### src/rtl/console_pkg.sv
// Shared definitions for the text console writer: geometry defaults,
// ASCII control codes and the writer FSM state encoding.
package console_pkg;

  localparam int DEF_COLS = 80;
  localparam int DEF_ROWS = 30;

  localparam logic [7:0] CR    = 8'h0D;
  localparam logic [7:0] LF    = 8'h0A;
  localparam logic [7:0] BS    = 8'h08;
  localparam logic [7:0] FF    = 8'h0C;
  localparam logic [7:0] SPACE = 8'h20;

  typedef enum logic [1:0] {
    IDLE       = 2'd0,
    WRITE      = 2'd1,
    CLEAR_LINE = 2'd2,
    CLEAR_ALL  = 2'd3
  } state_e;

  // Glyph-producing codepoints: 0x20-0x7E and the whole upper half.
  function automatic logic is_printable(input logic [7:0] c);
    return ((c >= 8'h20) && (c <= 8'h7E)) || (c >= 8'h80);
  endfunction

endpackage

### src/rtl/console_addr_gen.sv
// Maps (logical row, row offset, column) to a text RAM address.
// Shared by the display fetch path and the writer path.
module console_addr_gen
  import console_pkg::*;
#(
  parameter int COLS = DEF_COLS,
  parameter int ROWS = DEF_ROWS
) (
  input  logic [4:0]  row,
  input  logic [4:0]  offset,
  input  logic [6:0]  col,
  output logic [11:0] addr
);

  logic [5:0] sum;
  logic [4:0] phys_row;

  // row + offset never exceeds 2*ROWS-2, so a single conditional subtract is a full modulo.
  always_comb begin
    sum = {1'b0, row} + {1'b0, offset};
    if (sum >= 6'(ROWS)) begin
      sum = sum - 6'(ROWS);
    end
    phys_row = sum[4:0];
    addr     = 12'(phys_row) * 12'(COLS) + 12'(col);
  end

endmodule

### src/rtl/console_writer.sv
// Character-stream text console writer sharing one text RAM port with the
// display fetch, which always has priority.
// Optional macro CONSOLE_WRITER_SCROLL_EN: a newline on the last row scrolls
// the screen; without it the cursor wraps to row 0 and scroll_row stays 0.
module console_writer
  import console_pkg::*;
#(
  parameter int         COLS       = DEF_COLS,
  parameter int         ROWS       = DEF_ROWS,
  parameter logic [7:0] ATTR_BLANK = 8'h0F
) (
  input  logic        clk_pixel,
  input  logic        reset,
  input  logic        in_valid,
  output logic        in_ready,
  input  logic [7:0]  in_char,
  input  logic [7:0]  in_attr,
  input  logic        disp_req,
  input  logic [4:0]  disp_row,
  input  logic [6:0]  disp_col,
  output logic        disp_valid,
  output logic [11:0] ram_addr,
  output logic        ram_we,
  output logic [15:0] ram_wdata,
  input  logic [15:0] ram_rdata,
  output logic [4:0]  cursor_row,
  output logic [6:0]  cursor_col,
  output logic [4:0]  scroll_row,
  output logic        busy
);

`ifdef CONSOLE_WRITER_SCROLL_EN
  localparam bit SCROLL_EN = 1'b1;
`else
  localparam bit SCROLL_EN = 1'b0;
`endif

  localparam logic [6:0]  LAST_COL = 7'(COLS - 1);
  localparam logic [4:0]  LAST_ROW = 5'(ROWS - 1);
  localparam logic [15:0] BLANK    = {ATTR_BLANK, SPACE};

  state_e      state_q, state_d;
  logic [4:0]  cursor_row_q, cursor_row_d;
  logic [6:0]  cursor_col_q, cursor_col_d;
  logic [4:0]  scroll_row_q, scroll_row_d;
  logic [4:0]  clr_row_q, clr_row_d;
  logic [6:0]  clr_col_q, clr_col_d;
  logic [6:0]  wr_col_q, wr_col_d;
  logic        wr_bs_q, wr_bs_d;
  logic [15:0] wr_data_q, wr_data_d;
  logic        disp_valid_q;

  logic        grant;
  logic [4:0]  ag_row;
  logic [4:0]  ag_off;
  logic [6:0]  ag_col;
  logic [11:0] ag_addr;

  // Read data is consumed by the display side directly from the RAM.
  logic unused_rdata;
  assign unused_rdata = ^ram_rdata;

  console_addr_gen #(
    .COLS (COLS),
    .ROWS (ROWS)
  ) u_addr_gen (
    .row    (ag_row),
    .offset (ag_off),
    .col    (ag_col),
    .addr   (ag_addr)
  );

  // RAM port mux: display fetch wins; clears address physical rows directly (offset 0).
  always_comb begin
    grant  = ~disp_req;
    ag_row = clr_row_q;
    ag_off = '0;
    ag_col = clr_col_q;
    if (disp_req) begin
      ag_row = disp_row;
      ag_off = scroll_row_q;
      ag_col = disp_col;
    end else if (state_q == WRITE) begin
      ag_row = cursor_row_q;
      ag_off = scroll_row_q;
      ag_col = wr_col_q;
    end
  end

  assign ram_addr = ag_addr;

  // Writer FSM: next state, cursor/scroll updates and RAM write strobes.
  always_comb begin
    state_d      = state_q;
    cursor_row_d = cursor_row_q;
    cursor_col_d = cursor_col_q;
    scroll_row_d = scroll_row_q;
    clr_row_d    = clr_row_q;
    clr_col_d    = clr_col_q;
    wr_col_d     = wr_col_q;
    wr_bs_d      = wr_bs_q;
    wr_data_d    = wr_data_q;
    ram_we       = 1'b0;
    ram_wdata    = BLANK;
    in_ready     = (state_q == IDLE);
    busy         = (state_q == CLEAR_LINE) || (state_q == CLEAR_ALL);

    case (state_q)
      IDLE: begin
        if (in_valid) begin
          if (is_printable(in_char)) begin
            wr_col_d  = cursor_col_q;
            wr_bs_d   = 1'b0;
            wr_data_d = {in_attr, in_char};
            state_d   = WRITE;
          end else if (in_char == CR) begin
            cursor_col_d = '0;
          end else if (in_char == LF) begin
            if (cursor_row_q != LAST_ROW) begin
              cursor_col_d = '0;
              cursor_row_d = cursor_row_q + 5'd1;
            end else begin
              clr_row_d = SCROLL_EN ? scroll_row_q : 5'd0;
              clr_col_d = '0;
              state_d   = CLEAR_LINE;
            end
          end else if (in_char == BS) begin
            if (cursor_col_q != 7'd0) begin
              wr_col_d  = cursor_col_q - 7'd1;
              wr_bs_d   = 1'b1;
              wr_data_d = BLANK;
              state_d   = WRITE;
            end
          end else if (in_char == FF) begin
            clr_row_d = '0;
            clr_col_d = '0;
            state_d   = CLEAR_ALL;
          end
        end
      end

      WRITE: begin
        ram_we    = grant;
        ram_wdata = wr_data_q;
        if (grant) begin
          state_d = IDLE;
          if (wr_bs_q) begin
            cursor_col_d = wr_col_q;
          end else if (wr_col_q != LAST_COL) begin
            cursor_col_d = wr_col_q + 7'd1;
          end else if (cursor_row_q != LAST_ROW) begin
            cursor_col_d = '0;
            cursor_row_d = cursor_row_q + 5'd1;
          end else begin
            clr_row_d = SCROLL_EN ? scroll_row_q : 5'd0;
            clr_col_d = '0;
            state_d   = CLEAR_LINE;
          end
        end
      end

      CLEAR_LINE: begin
        ram_we = grant;
        if (grant) begin
          if (clr_col_q == LAST_COL) begin
            state_d      = IDLE;
            cursor_col_d = '0;
            cursor_row_d = SCROLL_EN ? cursor_row_q : 5'd0;
            if (SCROLL_EN) begin
              scroll_row_d = (scroll_row_q == LAST_ROW) ? 5'd0 : scroll_row_q + 5'd1;
            end else begin
              scroll_row_d = '0;
            end
          end else begin
            clr_col_d = clr_col_q + 7'd1;
          end
        end
      end

      CLEAR_ALL: begin
        ram_we = grant;
        if (grant) begin
          if (clr_col_q == LAST_COL) begin
            clr_col_d = '0;
            if (clr_row_q == LAST_ROW) begin
              state_d      = IDLE;
              cursor_row_d = '0;
              cursor_col_d = '0;
              scroll_row_d = '0;
            end else begin
              clr_row_d = clr_row_q + 5'd1;
            end
          end else begin
            clr_col_d = clr_col_q + 7'd1;
          end
        end
      end

      default: state_d = IDLE;
    endcase

    // No write may escape while reset holds the FSM in CLEAR_ALL.
    if (reset) begin
      ram_we = 1'b0;
    end
  end

  // Control state; reset restarts a full-screen clear from address 0.
  always_ff @(posedge clk_pixel or posedge reset) begin
    if (reset) begin
      state_q      <= CLEAR_ALL;
      cursor_row_q <= '0;
      cursor_col_q <= '0;
      scroll_row_q <= '0;
      clr_row_q    <= '0;
      clr_col_q    <= '0;
      wr_col_q     <= '0;
      wr_bs_q      <= 1'b0;
      disp_valid_q <= 1'b0;
    end else begin
      state_q      <= state_d;
      cursor_row_q <= cursor_row_d;
      cursor_col_q <= cursor_col_d;
      scroll_row_q <= scroll_row_d;
      clr_row_q    <= clr_row_d;
      clr_col_q    <= clr_col_d;
      wr_col_q     <= wr_col_d;
      wr_bs_q      <= wr_bs_d;
      disp_valid_q <= disp_req;
    end
  end

  // Pending write data needs no reset; it is always loaded before use.
  always_ff @(posedge clk_pixel) begin
    wr_data_q <= wr_data_d;
  end

  assign disp_valid = disp_valid_q;
  assign cursor_row = cursor_row_q;
  assign cursor_col = cursor_col_q;
  assign scroll_row = scroll_row_q;

endmodule

### config.mk
export PLATFORM = sky130hd
export DESIGN_NAME = console_writer
export DESIGN_NICKNAME = d
export VERILOG_FILES = /design/src/rtl/console_pkg.sv /design/src/rtl/console_addr_gen.sv /design/src/rtl/console_writer.sv
export SDC_FILE = /design/constraint.sdc
export NUM_CORES = 1
export LEC_CHECK = 0
export CORE_MARGIN = 1.5
export CORE_UTILIZATION = 50
export CTS_CLUSTER_SIZE = 25
export DETAILED_ROUTE_END_ITERATION = 12
export HOLD_SLACK_MARGIN = 0.03
export PLACE_DENSITY_LB_ADDON = 0.12
export SYNTH_ARGS = -nofsm -noshare
export SYNTH_HDL_FRONTEND = slang
export SYNTH_SLANG_ARGS = --single-unit
### constraint.sdc
create_clock -name clk_pixel -period 6 [get_ports clk_pixel]
set_input_delay 0.9 -clock clk_pixel [delete_from_list [all_inputs] [get_ports clk_pixel]]
set_output_delay 0.9 -clock clk_pixel [all_outputs]
set_load 0.02 [all_outputs]
==> results of run 1 <==
[final cells by class]
| class | instances | area (um^2) | area share |
|---|---|---|---|
| Tap cell | 99 | 124 | 0.0264 |
| Sequential cell | 51 | 1360 | 0.290 |
| Clock buffer | 5 | 68.8 | 0.0147 |
| Multi-Input combinational cell | 326 | 2220 | 0.473 |
| Inverter | 14 | 52.6 | 0.0112 |
| Timing Repair Buffer | 86 | 836 | 0.178 |
| Clock inverter | 3 | 27.5 | 0.00588 |
[registers in the layout, summed over array words and instances (netlist names)]
register    cells
clr_col_q       7
wr_col_q        7
disp_valid      1
cursor_row      5
wr_data_q      16
clr_row_q       5
wr_bs_q         1
cursor_col      7
state_q         2
[layout by cell type (no fill, tap or decap), types with 12 or more instances in the layout]
cell             instances
and2_1                  12
clkdlybuf4s50_1         74
dfrtp_1                 33
edfxtp_1                16
ha_1                    16
inv_1                   13
nand2_1                 42
nand3_1                 22
nor2_1                  20
nor2b_1                 15
o21ai_0                 35
xnor2_1                 13
[metrics by stage]
| step | setup slack, ns | utilization | hold WS, ns | instances |
|---|---|---|---|---|
| 2_1_floorplan | 0.697 | - | 0.459 | 415 |
| 3_3_place_gp | 0.180 | 0.632 | 0.498 | 576 |
| 3_5_place_dp | 0.0325 | 0.632 | 0.506 | 576 |
| 4_1_cts | 0.0255 | 0.646 | 0.518 | 584 |
| 5_1_grt | 0.0708 | 0.649 | 0.532 | 584 |
| 6_report | 0.351 | 0.649 | 0.509 | 584 |
[cell families after synthesis]
group	count (synthesis)
multiplexers	20
adder cells (fa/ha/maj)	18
other	1
AND/OR/NAND/NOR	171
AO/OA/AOI/OAI	94
XOR/XNOR	18
flip-flops	51
buffers and inverters	38
[per-layer routing]
layer | up-vias | track usage
met4 | 0 | 0.0448
met3 | 9 | 0.0314
li1 | 1626 | -
met1 | 1620 | 0.353
met2 | 101 | 0.390
met5 | - | 0
[critical path, delay by kind of cell]
kind	cells	cell delay, ns
AOI/OAI and AO/OA	2	0.49
xor gates and xnor gates	3	0.54
adders and majority gates	3	0.92
buffers and inverters	5	1.44
and+or+nand+nor	3	0.46
[power groups by stage]
stage          combinational [mW]  sequential [mW]  clock, mW
2_1_floorplan               0.806            0.578          0
3_3_place_gp                 1.22            0.607          0
3_5_place_dp                 1.24            0.610          0
4_1_cts                      1.25            0.603      0.218
5_1_grt                      1.38            0.627      0.233
6_report                     1.25            0.606      0.216
[cells in the mapped netlist, types with 5 or more instances]
library cell,n,area (um^2)
mux2i_1,11,110
dfrtp_1,33,826
edfxtp_1,16,480
nor2_1,20,75.1
inv_1,13,48.8
nand3_1,22,110
nor2b_1,16,100
a22o_1,8,70.1
mux2_2,9,101
o21ai_0,35,175
xnor2_1,13,114
nand2b_1,9,56.3
and2_1,12,75.1
nand2_1,42,158
clkbuf_1,15,56.3
nor3_1,12,60.1
or2_2,6,37.5
buf_4,6,45.0
o31ai_1,7,52.6
ha_1,16,200
nor3b_1,7,52.6
a21oi_1,9,45.0
nand4_1,6,37.5
xor2_1,5,43.8
a21o_1,7,52.6
[repair_timing]
item | in CTS | in global routing
gates resized for setup | 1 | 6
setup endpoints to repair | 1 | 3
endpoints found under the hold margin | 0 | 0
[worst paths after layout]
kind	from	to	cells after the start	slack [ns]
max in group asynchronous	reset	state_q[1]	3	4.62
max reg2reg	state_q[0]	cursor_col[0]	6	2.88
max	disp_req	ram_addr[10]	16	0.35
min reg2reg	clr_row_q[4]	clr_row_q[4]	1	0.51
min	clr_row_q[4]	clr_row_q[4]	1	0.51
min in group asynchronous	reset	clr_col_q[2]	3	1.01
==> flow_metrics.py, run 1 <==
metrics = {
    "synth": {
        "ys_ff_latch": 51,
        "synth_top_family_by_area": "simple AND/OR/NAND/NOR gates",
        "ys_seq_area_frac": 0.367,
        "synth_compound_area_frac": 0.171,
        "synth_area_mm2": 0.00370,
        "avgSynthCellArea_um2": 9.01,
        "yosysWarnings": 0,
        "async_flop_share": 0.686,
        "yosys.area_share.simple": 0.251,
        "synth_edf_count": 16,
        "synth_fa_ha_area_frac": 0.0649,
        "synth_xor_xnor_area_share": 0.0426,
        "ys.flop_type": "dfrtp_1",
        "synth_mux_area_frac": 0.0571,
        "netlist-cell-type-count": 62,
        "synth_cells": 411,
    },
    "sta": {
        "skew_ns": 0.0139,
        "timing.fmax_mhz": 177,
        "min_period_ns": 5.65,
        "slew_headroom": 0.236,
        "setup_viol": 0,
        "post-route-period-util": 0.942,
        "hold_viol": 0,
        "rsz0062_at_grt": "false",
        "tightest_slew_ns": 1.14,
        "fin_setup_tns_ns": 0,
        "finalMaxSlewViolations": 0,
    },
    "global_route": {
        "grt_usage": 0.242,
        "antenna_found_initial": 0,
        "grt_max_degree": 36,
        "first_global_vias": 3014,
        "grt_pass1_wl_um": 14800,
        "grt-ovfl-total": 0,
    },
    "outcome": {
        "status": "completed",
    },
    "setup_path": {
        "crit_chain": "clkdlybuf4s50_1 > inv_1 > nor2_1 > a2111oi_2 > nand3_1 > inv_1 > a221oi_1 > ha_1 > ha_1 > inv_1 > fa_1 > xor2_1 > nor3_1 > xor2_1 > xnor2_1 > clkdlybuf4s50_1",
        "cpPeakStageDelay_ns": 0.61,
        "crit_arrival_ns": 4.75,
        "worst-setup-path-type": "primary input to output pin",
        "endpoint_kind": "output pin",
        "crit_top_cell": "inv_1",
        "critPathLaunchType": "primary input",
        "crit_fanout": 7,
        "required_ns": 5.10,
        "crit_slowest_cell": "clkdlybuf4s50_1",
    },
    "routing": {
        "wirelength_um": 9110,
        "detail_route.first_pass.iterations": 5,
        "wirelength_met1_um": 4140,
        "top_layer": "met4",
        "first_iter_violations": 268,
        "drc": 0,
        "num_vias": 3356,
        "viasPerCell": 5.75,
        "routed-wl-met3_um": 586,
        "avgRoutedWirePerCell_um": 15.6,
        "ant_nets": 0,
        "route.met2.wl_um": 4310,
    },
    "clock_tree": {
        "cts_tree": "built",
        "hold_buffers": 0,
        "clock_latency_ns": 0.32,
        "post_cts_buffers": 0,
        "h-tree-depth": 2,
        "clockRootBuffer": "clkbuf_8",
        "path_clk_slew_ns": 0.10,
        "cts_sinks": 51,
        "clock_path_buffers": 2,
        "cts_made_buffers": 5,
    },
    "pwr": {
        "pwr-share-comb": 0.604,
        "p_switching_mw": 0.934,
        "peakVddDrop_v": 0.000249,
        "swShare": 0.450,
        "power_density_mw_per_mm2": 443,
        "power.total_mw": 2.08,
        "seqPwrFrac": 0.292,
        "p_int_mw": 1.14,
        "power_frac_clock": 0.104,
        "leakagePower_nw": 1.94,
    },
    "worst_hold_path": {
        "hold_class": "flop to flop",
    },
    "die": {
        "core_mm2": 0.00721,
        "initial_core_util": 0.513,
        "ios": 97,
        "die_w_um": 89.1,
        "die_y_um": 89.1,
        "dieArea_mm2": 0.00793,
        "rows": 31,
    },
    "cells_and_area": {
        "antenna_cells": 0,
        "syn2layout_area_growth_pct": 26.5,
        "final_net_count": 550,
        "final_area_mm2": 0.00468,
        "drive_gt1_frac": 0.101,
        "nFillCells": 631,
    },
    "placement": {
        "port_buffers": 75,
        "place_area_mm2": 0.00456,
        "gp_congestion": 0.895,
        "hpwl_um": 6770,
    },
    "job": {
        "maxCapViolations": 0,
    },
}
No activity file was read; power rests on OpenSTA's default activity.
==> inputs of run 2 (changes only) <==
--- a/config.mk
+++ b/config.mk
@@ -11,6 +11,7 @@
 export DETAILED_ROUTE_END_ITERATION = 12
 export HOLD_SLACK_MARGIN = 0.03
 export PLACE_DENSITY_LB_ADDON = 0.12
+export REMOVE_ABC_BUFFERS = 1
 export SYNTH_ARGS = -nofsm -noshare
 export SYNTH_HDL_FRONTEND = slang
 export SYNTH_SLANG_ARGS = --single-unit
==> run 2 against run 1 <==
Cell area is essentially flat; first-iteration DRC count shrank 33%; die area is the same; utilization is 0.052 points lower; via count fell by 0.57%; critical path depth unchanged; register-to-register slack improved by 0.15 ns; combinational power about the same; count of clock-buffer cells in the layout did not move; total power decreased by 0.64%; critical path type unchanged.
==> flow_metrics.py, run 2 (same netlist as run 1, synthesis figures left out) <==
metrics = {
    "die": {
        "initial_core_util": 0.513,
        "rows": 31,
        "ios": 97,
        "dieArea_mm2": 0.00793,
        "die_y_um": 89.1,
        "die_w_um": 89.1,
        "core_mm2": 0.00721,
    },
    "sta": {
        "finalMaxSlewViolations": 0,
        "slew_headroom": 0.217,
        "hold_ws_ns": 0.562,
        "worst_slack_ns": 0.265,
        "rsz0062_at_grt": "false",
        "setup_viol": 0,
        "post-route-period-util": 0.956,
        "min_period_ns": 5.74,
        "skew_ns": 0.00561,
        "timing.fmax_mhz": 174,
        "hold_viol": 0,
        "tightest_slew_ns": 1.17,
    },
    "job": {
        "maxCapViolations": 0,
    },
    "setup_path": {
        "required_ns": 5.10,
        "crit_arrival_ns": 4.84,
        "crit_fanout": 6,
        "crit_chain": "clkdlybuf4s50_1 > inv_2 > nor2_1 > a2111oi_1 > buf_4 > nand3_1 > inv_1 > a221oi_1 > ha_1 > ha_1 > inv_1 > fa_1 > nor3b_1 > buf_4 > xnor2_1 > clkdlybuf4s50_1",
        "cpPeakStageDelay_ns": 0.62,
        "path_buf_inv": 7,
        "worst-setup-path-type": "primary input to output pin",
        "cp_top_family": "buffers and inverters",
        "critPathLaunchType": "primary input",
        "crit_slowest_cell": "clkdlybuf4s50_1",
        "endpoint_kind": "output pin",
    },
    "pwr": {
        "peakVddDrop_v": 0.000231,
        "power_density_mw_per_mm2": 441,
        "leakagePower_nw": 1.95,
        "power.total_mw": 2.06,
    },
    "cells_and_area": {
        "final_net_count": 552,
        "largest_reg_flops": 16,
        "layout_commonest_cell": "clkdlybuf4s50_1",
        "nFillCells": 640,
        "syn2layout_area_growth_pct": 26.4,
        "drive_gt1_frac": 0.101,
        "mostFrequentLayoutCells": "clkdlybuf4s50_1, nand2_1, o21ai_0",
        "register_area_mm2": 0.00136,
        "instances_no_fill": 586,
        "antenna_cells": 0,
        "top_register": "wr_data_q",
        "multi_input_area_mm2": 0.00220,
    },
    "placement": {
        "port_buffers": 75,
        "dp_cells": 578,
        "pre_cts_ws_ns": -0.0900,
        "gp_congestion": 0.839,
        "hpwl_um": 6680,
    },
    "routing": {
        "ant_nets": 0,
        "detail_route.first_pass.iterations": 4,
        "viasPerCell": 5.69,
        "avgRoutedWirePerCell_um": 15.7,
        "drc": 0,
        "wirelength_um": 9220,
        "num_vias": 3337,
        "first_iter_violations": 180,
    },
    "global_route": {
        "grt_pass1_wl_um": 14800,
        "grtUsageMet3": 0.0332,
        "grt_max_degree": 36,
        "grt_busiest_layer": "met2",
        "grt_usage": 0.240,
        "antenna_found_initial": 0,
        "grt_util_met1": 0.329,
        "met2_usage": 0.403,
        "grt-ovfl-total": 0,
        "first_global_vias": 3055,
    },
    "clock_tree": {
        "clockRootBuffer": "clkbuf_8",
        "cts_sinks": 51,
        "clock_path_buffers": 2,
        "h-tree-depth": 2,
        "path_clk_slew_ns": 0.10,
        "clock_latency_ns": 0.32,
        "cts_tree": "built",
        "cts_made_buffers": 5,
        "post_cts_buffers": 0,
    },
    "outcome": {
        "status": "completed",
    },
    "worst_hold_path": {
        "hold_class": "flop to flop",
    },
}
==> run 2: cell types whose count changed in the layout (fill, tap and decap cells not counted), sizes merged <==
cell / change
buf: +2
clkdlybuf4s50: -1
dlymetal6s2s: +1
==> run 2: repair_timing <==
| item | CTS | global route |
|---|---|---|
| resized for setup | 3 | 2 |
| endpoints found under the setup margin | 1 | 2 |
| hold buffers | 0 | 0 |
==> run 2: path summary, 6_finish.rpt <==
kind                                   start             to  slack [ns]  cells after the start
worst min register to register  clr_row_q[4]   clr_row_q[4]        0.56                      1
min in group asynchronous              reset  cursor_row[4]        1.02                      3
max in group asynchronous              reset     state_q[1]        4.63                      3
worst min-delay path            clr_row_q[4]   clr_row_q[4]        0.56                      1
worst max register to register    state_q[1]    wr_col_q[2]        3.03                      7
worst max-delay path                disp_req    ram_addr[9]        0.26                     16
==> run 2: per-stage QoR <==
| stage | setup TNS, ns | cell area (um^2) | utilization |
|---|---|---|---|
| after global placement | 0 | 4580 | 0.634 |
| after floorplan | 0 | 3600 | - |
| final | 0 | 4680 | 0.649 |
| after CTS | 0 | 4670 | 0.648 |
| after global routing | 0 | 4680 | 0.649 |
| after detailed placement | -0.0900 | 4580 | 0.634 |
==> run 2: final cells by class <==
cell class              count  share of cell area
clock buffers               5              0.0147
clock inverters             3             0.00508
inverters                  14              0.0112
multi-input cells         326               0.470
flip-flops and latches     51               0.290
well taps                  99              0.0265
repair buffers             88               0.182
==> run 2: worst register-to-register path, cell delays in order (launching register included) <==
cell and delay (ns):
dfstp_2 0.41, buf_4 0.21, or2_2 0.32, clkinv_1 0.21, and2_1 0.25, nand2_1 0.12, nor2_2 0.92, mux2_2 0.43
==> run 2: power by group <==
part | internal [mW] | switching [mW]
Sequential | 0.460 | 0.144
Clock | 0.0846 | 0.131
Combinational | 0.593 | 0.651
Total | 1.14 | 0.926
==> run 2: routing by layer <==
metal | vias up | part of all wire
met5 | - | 0
met4 | 0 | 0.013
met3 | 10 | 0.045
met2 | 110 | 0.48
met1 | 1591 | 0.46
li1 | 1626 | -
==> edit (flow settings as in run 1) <==
Set the localparam `SCROLL_EN` to 1'b1 (it was 1'b0).
--- a/src/rtl/console_writer.sv
+++ b/src/rtl/console_writer.sv
@@ -34,3 +34,3 @@
 `else
-  localparam bit SCROLL_EN = 1'b0;
+  localparam bit SCROLL_EN = 1'b1;
 `endif
Check against the original RTL: same outputs for any inputs over 4 cycles, from zero or initial values and one cycle with reset high; that may be too few to reach the edited logic, so the function may still have changed.
==> edit against run 1 <==
Power fell by 11%; sequential cell count rose by 5; sequential share of layout area fell by 2.6 points; clock skew rose by 2.1 ps; routed wire length rose by 21%; setup slack got worse by 180 ps; synthesized area rose by 15%; final area rose by 20%; non-clock buffer count rose by 38; critical endpoint is now ram_addr[9]; highest routed layer unchanged.
==> edit: results (changes against run 1) <==
outcome:
  status: "finished clean"
setup_path:
  worstPathMaxFanout: 3  # -4
  reg2regPathDepth: 9  # +3
  cpPeakStageDelay_ps: 460  # -150 ps
  cpLargestDelayFamily: "adder cells"
clocking:
  post_cts_resize_count: 27  # +26
  post_cts_buffers: 2  # +2
  insertion_delay_ps: 320  # about the same
  htree_levels: 2  # unchanged
synth:
  yosys-top-cells-area: "dfrtp_1, edfxtp_1, ha_1"
  synthTopCellsByCount: "nand2_1, o21ai_0, nor2_1"
  synth_seq_area_share: 0.348  # -0.0192
  ys_types: 66  # +6.5%
  async_reset_ff_frac: 0.714  # +0.0280
  syn_area_per_cell_um2: 8.38  # -7.0%
  synth-edff-count: 16  # unchanged
power:
  switching_share: 0.427  # -0.0228
  cellLeakagePower_nw: 2.32  # +20%
  worst_ir_drop_vdd_mv: 0.184  # -26%
  seq_cell_power_w: 0.000579  # -4.5%
  clockPowerShare: 0.120  # +0.016
  total_power_w: 0.00185  # -11%
placement:
  place_hpwl_um: 8370  # +24%
  place_ws_ps: -813  # -845 ps
  portBuffers: 80  # +6.7%
  routabilityCongestion: 0.867  # -3.1%
  placed_area_um2: 5420  # +19%
  dp_cells: 710  # +23%
route:
  met2_length_um: 5270  # +22%
  drt-initial-drc-count: 214  # -20%
  routed-wl-met3_um: 588  # +0.34%
  drt-vias-per-instance: 5.63  # -2.0%
  m1WireLength_um: 5140  # +24%
  routed_wl_um: 11100  # +21%
grt:
  track_usage: 0.252  # +0.0104
  use_met2: 0.419  # +0.0292
  grt_pass1_wl_um: 18200  # +23%
  grt_use_met3: 0.0351  # +0.00369
  grt_max_degree: 41  # +14%
  grt_pass1_vias: 3832  # +27%
  met1_usage: 0.348  # -0.00529
sta:
  fin_setup_tns_ps: 0  # unchanged
  clock_skew_ps: 16.0  # +2.11 ps
  max-slew-margin-rel: 0.568  # +0.332
cells_and_area:
  fill_cells: 698  # +11%
  drive_gt1_frac: 0.159  # +0.0581
  final_nets: 687  # +25%
  stdcell_count: 721  # +23%
[edit: final timing paths]
kind                              start             to  slack (ps)
setup / recovery            disp_row[0]    ram_addr[9]         170
hold / removal             clr_col_q[5]   clr_col_q[5]         550
setup reg to reg            wr_col_q[0]   clr_col_q[5]        3230
hold reg to reg            clr_col_q[5]   clr_col_q[5]         550
max in group asynchronous         reset     state_q[1]        4600
min in group asynchronous         reset  cursor_col[4]        1050
[edit: layout make-up]
cell class / count / area (µm²) / area share
tap: 105 / 131 / 0.0234
sequential: 56 / 1480 / 0.264
clock inverter: 3 / 26.3 / 0.00468
multi-input combinational: 404 / 2700 / 0.480
timing repair buffer: 124 / 1120 / 0.200
inverter: 24 / 90.1 / 0.0160
clock buffer: 5 / 68.8 / 0.0123
[edit: logic make-up after synthesis]
kind of cell	count (synthesis)	share of synthesized area
fa+ha+maj	24	0.0756
mux	15	0.0355
buf+inv	49	0.0454
simple gates	202	0.244
compound gates	139	0.202
xor+xnor	24	0.0493
flops	56	0.348
